==> src/rtl/game_pkg.sv <==
// Shared types and constants for the tic-tac-toe input path: button FSM
// states, board geometry and the per-button next-state helper.
package game_pkg;

  localparam int unsigned NUM_POS = 9;

  // Board bit index: bit 8 = top-left ... bit 0 = bottom-right
  localparam int unsigned POS_TL = 8;
  localparam int unsigned POS_TM = 7;
  localparam int unsigned POS_TR = 6;
  localparam int unsigned POS_ML = 5;
  localparam int unsigned POS_MM = 4;
  localparam int unsigned POS_MR = 3;
  localparam int unsigned POS_BL = 2;
  localparam int unsigned POS_BM = 1;
  localparam int unsigned POS_BR = 0;

  typedef enum logic [1:0] {
    BTN_RELEASED     = 2'd0,
    BTN_PRESS_WAIT   = 2'd1,
    BTN_HELD         = 2'd2,
    BTN_RELEASE_WAIT = 2'd3
  } btn_state_t;

  typedef struct packed {
    btn_state_t state;
    logic       pulse;
  } btn_step_t;

  // Next state and strobe for one button, given its synchronised level and
  // the debouncer's commit flag for this cycle.
  function automatic btn_step_t btn_step(input btn_state_t cur,
                                         input logic       synced,
                                         input logic       commit);
    btn_step_t r;
    r.state = cur;
    r.pulse = 1'b0;
    unique case (cur)
      BTN_RELEASED: begin
        if (synced) begin
          // A single-cycle debounce window can commit on the first sample
          if (commit) begin
            r.state = BTN_HELD;
            r.pulse = 1'b1;
          end else begin
            r.state = BTN_PRESS_WAIT;
          end
        end
      end
      BTN_PRESS_WAIT: begin
        if (commit) begin
          r.state = BTN_HELD;
          r.pulse = 1'b1;
        end else if (!synced) begin
          r.state = BTN_RELEASED;
        end
      end
      BTN_HELD: begin
        if (!synced) begin
          r.state = commit ? BTN_RELEASED : BTN_RELEASE_WAIT;
        end
      end
      BTN_RELEASE_WAIT: begin
        if (commit) begin
          r.state = BTN_RELEASED;
        end else if (synced) begin
          r.state = BTN_HELD;
        end
      end
    endcase
    return r;
  endfunction

  // Button is (or may be about to be) down from the game's point of view
  function automatic logic btn_engaged(input btn_state_t s);
    return (s == BTN_PRESS_WAIT) || (s == BTN_HELD);
  endfunction

endpackage

==> src/rtl/debounce_cell.sv <==
// One input: SYNC_STAGES-flop synchroniser followed by a consecutive-sample
// debouncer holding the committed level.
module debounce_cell
  import game_pkg::*;
#(
  parameter int unsigned SYNC_STAGES     = 2,
  parameter int unsigned DEBOUNCE_CYCLES = 4,
  parameter bit          RESET_LEVEL     = 1'b0
) (
  input  logic clk,
  input  logic reset,
  input  logic i_raw,
  output logic o_synced,
  output logic o_level,
  output logic o_commit_c
);

  localparam int unsigned         CNT_W    = $clog2(DEBOUNCE_CYCLES + 1);
  localparam logic [CNT_W-1:0]    CNT_LAST = CNT_W'(DEBOUNCE_CYCLES - 1);

  logic [SYNC_STAGES-1:0] r_sync;
  logic [CNT_W-1:0]       r_cnt;
  logic                   r_level;
  logic                   w_diff;

  // Plain flop chain, nothing between stages
  always_ff @(posedge clk or posedge reset) begin
    if (reset) begin
      r_sync <= '0;
    end else begin
      r_sync <= {r_sync[SYNC_STAGES-2:0], i_raw};
    end
  end

  assign o_synced   = r_sync[SYNC_STAGES-1];
  assign w_diff     = o_synced != r_level;
  assign o_commit_c = w_diff && (r_cnt == CNT_LAST);

  // Any sample matching the committed level restarts the count
  always_ff @(posedge clk or posedge reset) begin
    if (reset) begin
      r_cnt   <= '0;
      r_level <= RESET_LEVEL;
    end else if (!w_diff) begin
      r_cnt <= '0;
    end else if (o_commit_c) begin
      r_level <= ~r_level;
      r_cnt   <= '0;
    end else begin
      r_cnt <= r_cnt + CNT_W'(1);
    end
  end

  assign o_level = r_level;

endmodule

==> src/rtl/game_input_cond.sv <==
// Conditions the raw player buttons and position switches for the game FSM:
// one strobe per debounced press and clean switch levels.
// Build option GAME_INPUT_SEL_LOCK_EN freezes sel_pos while a button is down.
module game_input_cond
  import game_pkg::*;
#(
  parameter int unsigned DEBOUNCE_CYCLES = 4,
  parameter int unsigned SYNC_STAGES     = 2,
  parameter int unsigned NUM_POS         = game_pkg::NUM_POS
) (
  input  logic               clk,
  input  logic               reset,
  input  logic               btn_x_raw,
  input  logic               btn_o_raw,
  input  logic [NUM_POS-1:0] sw_raw,
  output logic               button_x_pulse,
  output logic               button_o_pulse,
  output logic               both_pulse,
  output logic [NUM_POS-1:0] sel_pos,
  output logic               sel_changing
);

  logic [1:0]         w_btn_sync;
  logic [1:0]         w_btn_level;
  logic [1:0]         w_btn_commit;
  logic [NUM_POS-1:0] w_sw_sync;
  logic [NUM_POS-1:0] w_sw_level;
  logic [NUM_POS-1:0] w_sw_commit;

  btn_state_t r_state_x;
  btn_state_t r_state_o;
  btn_step_t  w_step_x;
  btn_step_t  w_step_o;
  logic       r_pulse_x;
  logic       r_pulse_o;
  logic       r_pulse_both;

  // Buttons come out of reset assumed held, so a held button cannot strobe
  debounce_cell #(
    .SYNC_STAGES    (SYNC_STAGES),
    .DEBOUNCE_CYCLES(DEBOUNCE_CYCLES),
    .RESET_LEVEL    (1'b1)
  ) u_db_x (
    .clk       (clk),
    .reset     (reset),
    .i_raw     (btn_x_raw),
    .o_synced  (w_btn_sync[0]),
    .o_level   (w_btn_level[0]),
    .o_commit_c(w_btn_commit[0])
  );

  debounce_cell #(
    .SYNC_STAGES    (SYNC_STAGES),
    .DEBOUNCE_CYCLES(DEBOUNCE_CYCLES),
    .RESET_LEVEL    (1'b1)
  ) u_db_o (
    .clk       (clk),
    .reset     (reset),
    .i_raw     (btn_o_raw),
    .o_synced  (w_btn_sync[1]),
    .o_level   (w_btn_level[1]),
    .o_commit_c(w_btn_commit[1])
  );

  for (genvar gi = 0; gi < NUM_POS; gi++) begin : g_sw
    debounce_cell #(
      .SYNC_STAGES    (SYNC_STAGES),
      .DEBOUNCE_CYCLES(DEBOUNCE_CYCLES),
      .RESET_LEVEL    (1'b0)
    ) u_db_sw (
      .clk       (clk),
      .reset     (reset),
      .i_raw     (sw_raw[gi]),
      .o_synced  (w_sw_sync[gi]),
      .o_level   (w_sw_level[gi]),
      .o_commit_c(w_sw_commit[gi])
    );
  end

  // Button FSM state registers
  always_ff @(posedge clk or posedge reset) begin
    if (reset) begin
      r_state_x <= BTN_HELD;
      r_state_o <= BTN_HELD;
    end else begin
      r_state_x <= w_step_x.state;
      r_state_o <= w_step_o.state;
    end
  end

  // Button FSM next state and strobe request
  always_comb begin
    w_step_x = '{state: r_state_x, pulse: 1'b0};
    w_step_o = '{state: r_state_o, pulse: 1'b0};
    w_step_x = btn_step(r_state_x, w_btn_sync[0], w_btn_commit[0]);
    w_step_o = btn_step(r_state_o, w_btn_sync[1], w_btn_commit[1]);
  end

  always_ff @(posedge clk or posedge reset) begin
    if (reset) begin
      r_pulse_x    <= 1'b0;
      r_pulse_o    <= 1'b0;
      r_pulse_both <= 1'b0;
    end else begin
      r_pulse_x    <= w_step_x.pulse;
      r_pulse_o    <= w_step_o.pulse;
      r_pulse_both <= w_step_x.pulse & w_step_o.pulse;
    end
  end

  assign button_x_pulse = r_pulse_x;
  assign button_o_pulse = r_pulse_o;
  assign both_pulse     = r_pulse_both;
  assign sel_changing   = |(w_sw_sync ^ w_sw_level);

`ifdef GAME_INPUT_SEL_LOCK_EN
  logic               w_sel_lock;
  logic [NUM_POS-1:0] r_sel_hold;

  assign w_sel_lock = btn_engaged(r_state_x) | btn_engaged(r_state_o);

  // Last value shown to the game; replayed while a button is engaged
  always_ff @(posedge clk or posedge reset) begin
    if (reset) begin
      r_sel_hold <= '0;
    end else begin
      r_sel_hold <= sel_pos;
    end
  end

  assign sel_pos = w_sel_lock ? r_sel_hold : w_sw_level;
`else
  assign sel_pos = w_sw_level;
`endif

  // Button levels are tracked by the FSM; kept visible for debug probes
  logic w_unused;
  assign w_unused = ^{w_btn_level, w_sw_commit};

endmodule

==> config.mk <==
export PLATFORM = sky130hd
export DESIGN_NAME = game_input_cond
export DESIGN_NICKNAME = d
export VERILOG_FILES = /design/src/rtl/game_pkg.sv /design/src/rtl/debounce_cell.sv /design/src/rtl/game_input_cond.sv
export SDC_FILE = /design/constraint.sdc
export NUM_CORES = 1
export LEC_CHECK = 0
export BUFFER_PORTS_ARGS = -buffer_cell sky130_fd_sc_hd__buf_2
export CAP_MARGIN = 40
export CORE_MARGIN = 2
export CORE_UTILIZATION = 37
export DETAILED_ROUTE_END_ITERATION = 8
export PLACE_DENSITY = 0.59
export SYNTH_ARGS = -nofsm -noshare
export SYNTH_HDL_FRONTEND = slang
export SYNTH_SLANG_ARGS = --single-unit
export TNS_END_PERCENT = 10
==> constraint.sdc <==
create_clock -name clk -period 3.1 [get_ports clk]
set_clock_uncertainty 0.2 [all_clocks]
set_input_delay 0.62 -clock clk [delete_from_list [all_inputs] [get_ports clk]]
set_output_delay 0.62 -clock clk [all_outputs]
set_load 0.03 [all_outputs]
==> impl_metrics.yaml <==
yosys:
  syn-num-nets: 225
  synth_area_sq_um: 2790
  yosys.area.top_type_share_pct: 62.0
  ys_types: 31
  ys_seq_area_share_pct: 65.8
  syn_area_per_cell_sq_um: 13.9
  synth_seq_cells: 73
  yosysWarnings: 0
  yosysTopAreaCell: "dfrtp_1"
  netlist_top_cells_area: "dfrtp_1, nor3b_1, ha_1, dfstp_2, mux2_2"
  syn_inst: 201
min_path:
  hp-class: "register to register"
setup_path:
  crit_slowest_cell: "dfrtp_1"
  startpoint: "g_sw[5].u_db_sw.o_level$_DFFE_PP0P_"
  worstPathMaxFanout: 4
  r2r-start: "u_db_o.r_cnt[0]$_DFF_PP0_"
  cp-start-kind: "register"
  ff2ff_path_depth: 4
  cp.depth: 5
  cp_top_family: "simple AND/OR/NAND/NOR gates"
  rr_endpoint: "both_pulse$_DFF_PP0_"
  crit_top_cell: "nand4_1"
  rrSetupSlack_ns: 1.56
  arrival_ns: 1.69
  crit_path_max_incr_delay_ns: 0.40
  worst-setup-path-type: "register to output port"
  crit_buf_inv: 1
  cp-end-kind: "output port"
  worst_ep_required_time_ns: 2.28
  endpoint: "sel_changing"
  crit_chain: "xnor2_1, nand4_1, nor2_1, nand4_1, buf_2"
route:
  via_per_inst: 4.53
  num_vias: 1486
  drc_errors: 0
  ant_nets: 0
  dr.pass1.iters: 4
  first_iter_violations: 25
  wl_per_cell_um: 11.4
  routed_wl_mm: 3.73
final_layout:
  diodes: 0
  instances_no_fill: 328
  multi_input_area_sq_um: 841
  fillCellCount: 678
  drive_above_1_share_pct: 26.2
  register_area_sq_um: 1830
  finalNetCount: 248
  areaGrowthSynthToFinish_pct: 14.8
cts:
  clk_latency_ns: 0.34
  clk_pin_slew_ns: 0.07
  cts_tree: "done"
  ctsRootBufferMaster: "clkbuf_8"
  h-tree-depth: 3
  post_cts_buffers: 0
  clk_path_buf_depth: 2
  cts_resized: 0
  cts-buffers-inserted: 9
  clock-sinks: 73
  cts_hold_buf: 0
global_routing:
  gr-total-overflow: 0
  grt_max_degree: 45
  grt_usage_pct: 10.5
  grt_pass1_vias: 1503
  antenna_found_initial: 0
  grt_pass1_wl_mm: 6.69
die:
  pin_count: 26
  die_w_um: 90.8
  design.core.area_sq_um: 7250
  die_y_um: 90.8
  start_util_pct: 38.4
  die_area_sq_um: 8240
  rows: 31
timing:
  max_freq_ghz: 0.399
  maxSlewViolCount: 0
  relSlewSlack_pct: 57.2
  tightest_slew_ns: 0.641
  grt_setup_unrepaired: "no"
  min_period_ns: 2.51
  setup_viol: 0
  fin_setup_tns_ns: 0
  post-route-period-util_pct: 80.9
  hold_viol: 0
  layout_setup_ws_ns: 0.592
run:
  drv_cap: 0
power_and_ir_drop:
  peakVddDrop_mv: 0.357
  leakagePower_nw: 1.48
  p_per_area_nw_per_um2: 922
outcome:
  status: "complete, no violations"
placed_design:
  preCtsSetupSlack_ns: 0.931
  place_congestion: 0.673
  portBuffers: 25
  dp_hpwl_mm: 2.63
  dpl.cell_count: 312
[power by group]
group	switching, mW	internal [mW]	total [mW]
logic	0.402	0.313	0.716
clock network	0.327	0.555	0.883
registers	0.154	1.19	1.35
total	0.884	2.06	2.95
[stage by stage]
step                utilization [%]  hold WS (ns)  cell area (sq um)  total power [mW]
finish                         44.1         0.145               3200              2.95
global route                   44.1         0.153               3200              3.16
CTS                            44.1         0.149               3200              3.00
detailed placement             40.7         0.135               2950              2.10
global placement               40.7         0.134               2950              2.07
floorplan                         -         0.131               2790              2.01
[cell type report]
class / instances / area share, %
multi-input combinational: 111 / 26.3
timing repair buffer: 26 / 4.54
inverter: 3 / 0.352
clock inverter: 5 / 3.21
clock buffer: 11 / 4.42
tap: 99 / 3.87
sequential: 73 / 57.3
[cells by family after synthesis]
| group | after synthesis | share of synthesized area (%) |
|---|---|---|
| AOI/OAI and AO/OA | 13 | 3.14 |
| DFF | 73 | 65.8 |
| and+or+nand+nor | 66 | 14.6 |
| buffers and inverters | 17 | 4.04 |
| xor gates and xnor gates | 11 | 3.46 |
| muxes | 10 | 4.00 |
| adders and majority gates | 11 | 4.94 |
[synth_stat cells]
| master | count |
|---|---|
| xnor2_1 | 11 |
| o22a_1 | 1 |
| o211ai_1 | 1 |
| clkbuf_2 | 1 |
| nand2b_1 | 1 |
| nor3b_1 | 20 |
| dfstp_2 | 4 |
| nor2b_1 | 14 |
| nand2_1 | 12 |
| o21ai_0 | 5 |
| dfrtp_1 | 69 |
| a21o_1 | 1 |
| mux2_2 | 9 |
| ha_1 | 11 |
| nand3b_1 | 1 |
| buf_4 | 10 |
| a2111o_1 | 1 |
| nor4_2 | 1 |
| nor2_1 | 1 |
| a21oi_1 | 2 |
| inv_2 | 1 |
| and2b_2 | 1 |
| o22ai_1 | 1 |
| nand2b_4 | 1 |
| o221a_2 | 1 |
| inv_1 | 2 |
| nor3_1 | 12 |
| nand4_1 | 2 |
| mux2i_1 | 1 |
| buf_2 | 2 |
| buf_6 | 1 |
[flip-flops by register name, indices dropped and copies added (netlist names)]
| signal | cells |
|---|---|
| g_sw.u_db_sw.r_cnt | 27 |
| g_sw.u_db_sw.r_sync | 18 |
| g_sw.u_db_sw.o_level | 9 |
| u_db_o.r_cnt | 3 |
| u_db_x.r_cnt | 3 |
| r_state_o | 2 |
| r_state_x | 2 |
| u_db_o.r_sync | 2 |
| u_db_x.r_sync | 2 |
| both_pulse | 1 |
| button_o_pulse | 1 |
| button_x_pulse | 1 |
| u_db_o.o_level | 1 |
| u_db_x.o_level | 1 |
[placed cells by master (no fill, tap or decap), drive strengths merged, types with 2 or more instances in the layout]
master / netlist / layout
dfrtp: 69 / 69
nor2b: 14 / 14
mux2: 9 / 9
dfstp: 4 / 4
inv: 3 / 3
bufinv: 0 / 3
nand4: 2 / 2
ha: 11 / 11
buf: 13 / 26
clkbuf: 1 / 11
nand2b: 2 / 2
nor3: 12 / 12
xnor2: 11 / 11
nor3b: 20 / 20
a21oi: 2 / 2
nand2: 12 / 12
o21ai: 5 / 5
[worst reg2reg max path: cells and delay by family, from the launching register on]
kind / cells / cell delay, ns
flip-flops: 1 / 0.36
AND/OR/NAND/NOR: 2 / 0.23
AO/OA/AOI/OAI: 1 / 0.43
adder cells (fa/ha/maj): 1 / 0.24
[layer usage]
| layer | up-vias | wire length, um | GRT usage [%] |
|---|---|---|---|
| li1 | 721 | - | - |
| met3 | 8 | 208 | 4.51 |
| met5 | - | 0 | 0 |
| met4 | 0 | 92 | 5.77 |
| met1 | 730 | 1730 | 13.0 |
| met2 | 27 | 1700 | 15.3 |
[worst min path at each step]
stage / start / depth (start not counted) / end / slack, ns
floorplan: g_sw[0].u_db_sw.r_sync[0]$_DFF_PP0_ / 0 / g_sw[0].u_db_sw.r_sync[1]$_DFF_PP0_ / 0.13
global placement: g_sw[7].u_db_sw.r_sync[0]$_DFF_PP0_ / 0 / g_sw[7].u_db_sw.r_sync[1]$_DFF_PP0_ / 0.13
detailed placement: g_sw[7].u_db_sw.r_sync[0]$_DFF_PP0_ / 0 / g_sw[7].u_db_sw.r_sync[1]$_DFF_PP0_ / 0.13
CTS: g_sw[6].u_db_sw.r_sync[0]$_DFF_PP0_ / 0 / g_sw[6].u_db_sw.r_sync[1]$_DFF_PP0_ / 0.15
global route: g_sw[6].u_db_sw.r_sync[0]$_DFF_PP0_ / 0 / g_sw[6].u_db_sw.r_sync[1]$_DFF_PP0_ / 0.15
finish: g_sw[6].u_db_sw.r_sync[0]$_DFF_PP0_ / 0 / g_sw[6].u_db_sw.r_sync[1]$_DFF_PP0_ / 0.14
Power figures use the tool's default switching activity.
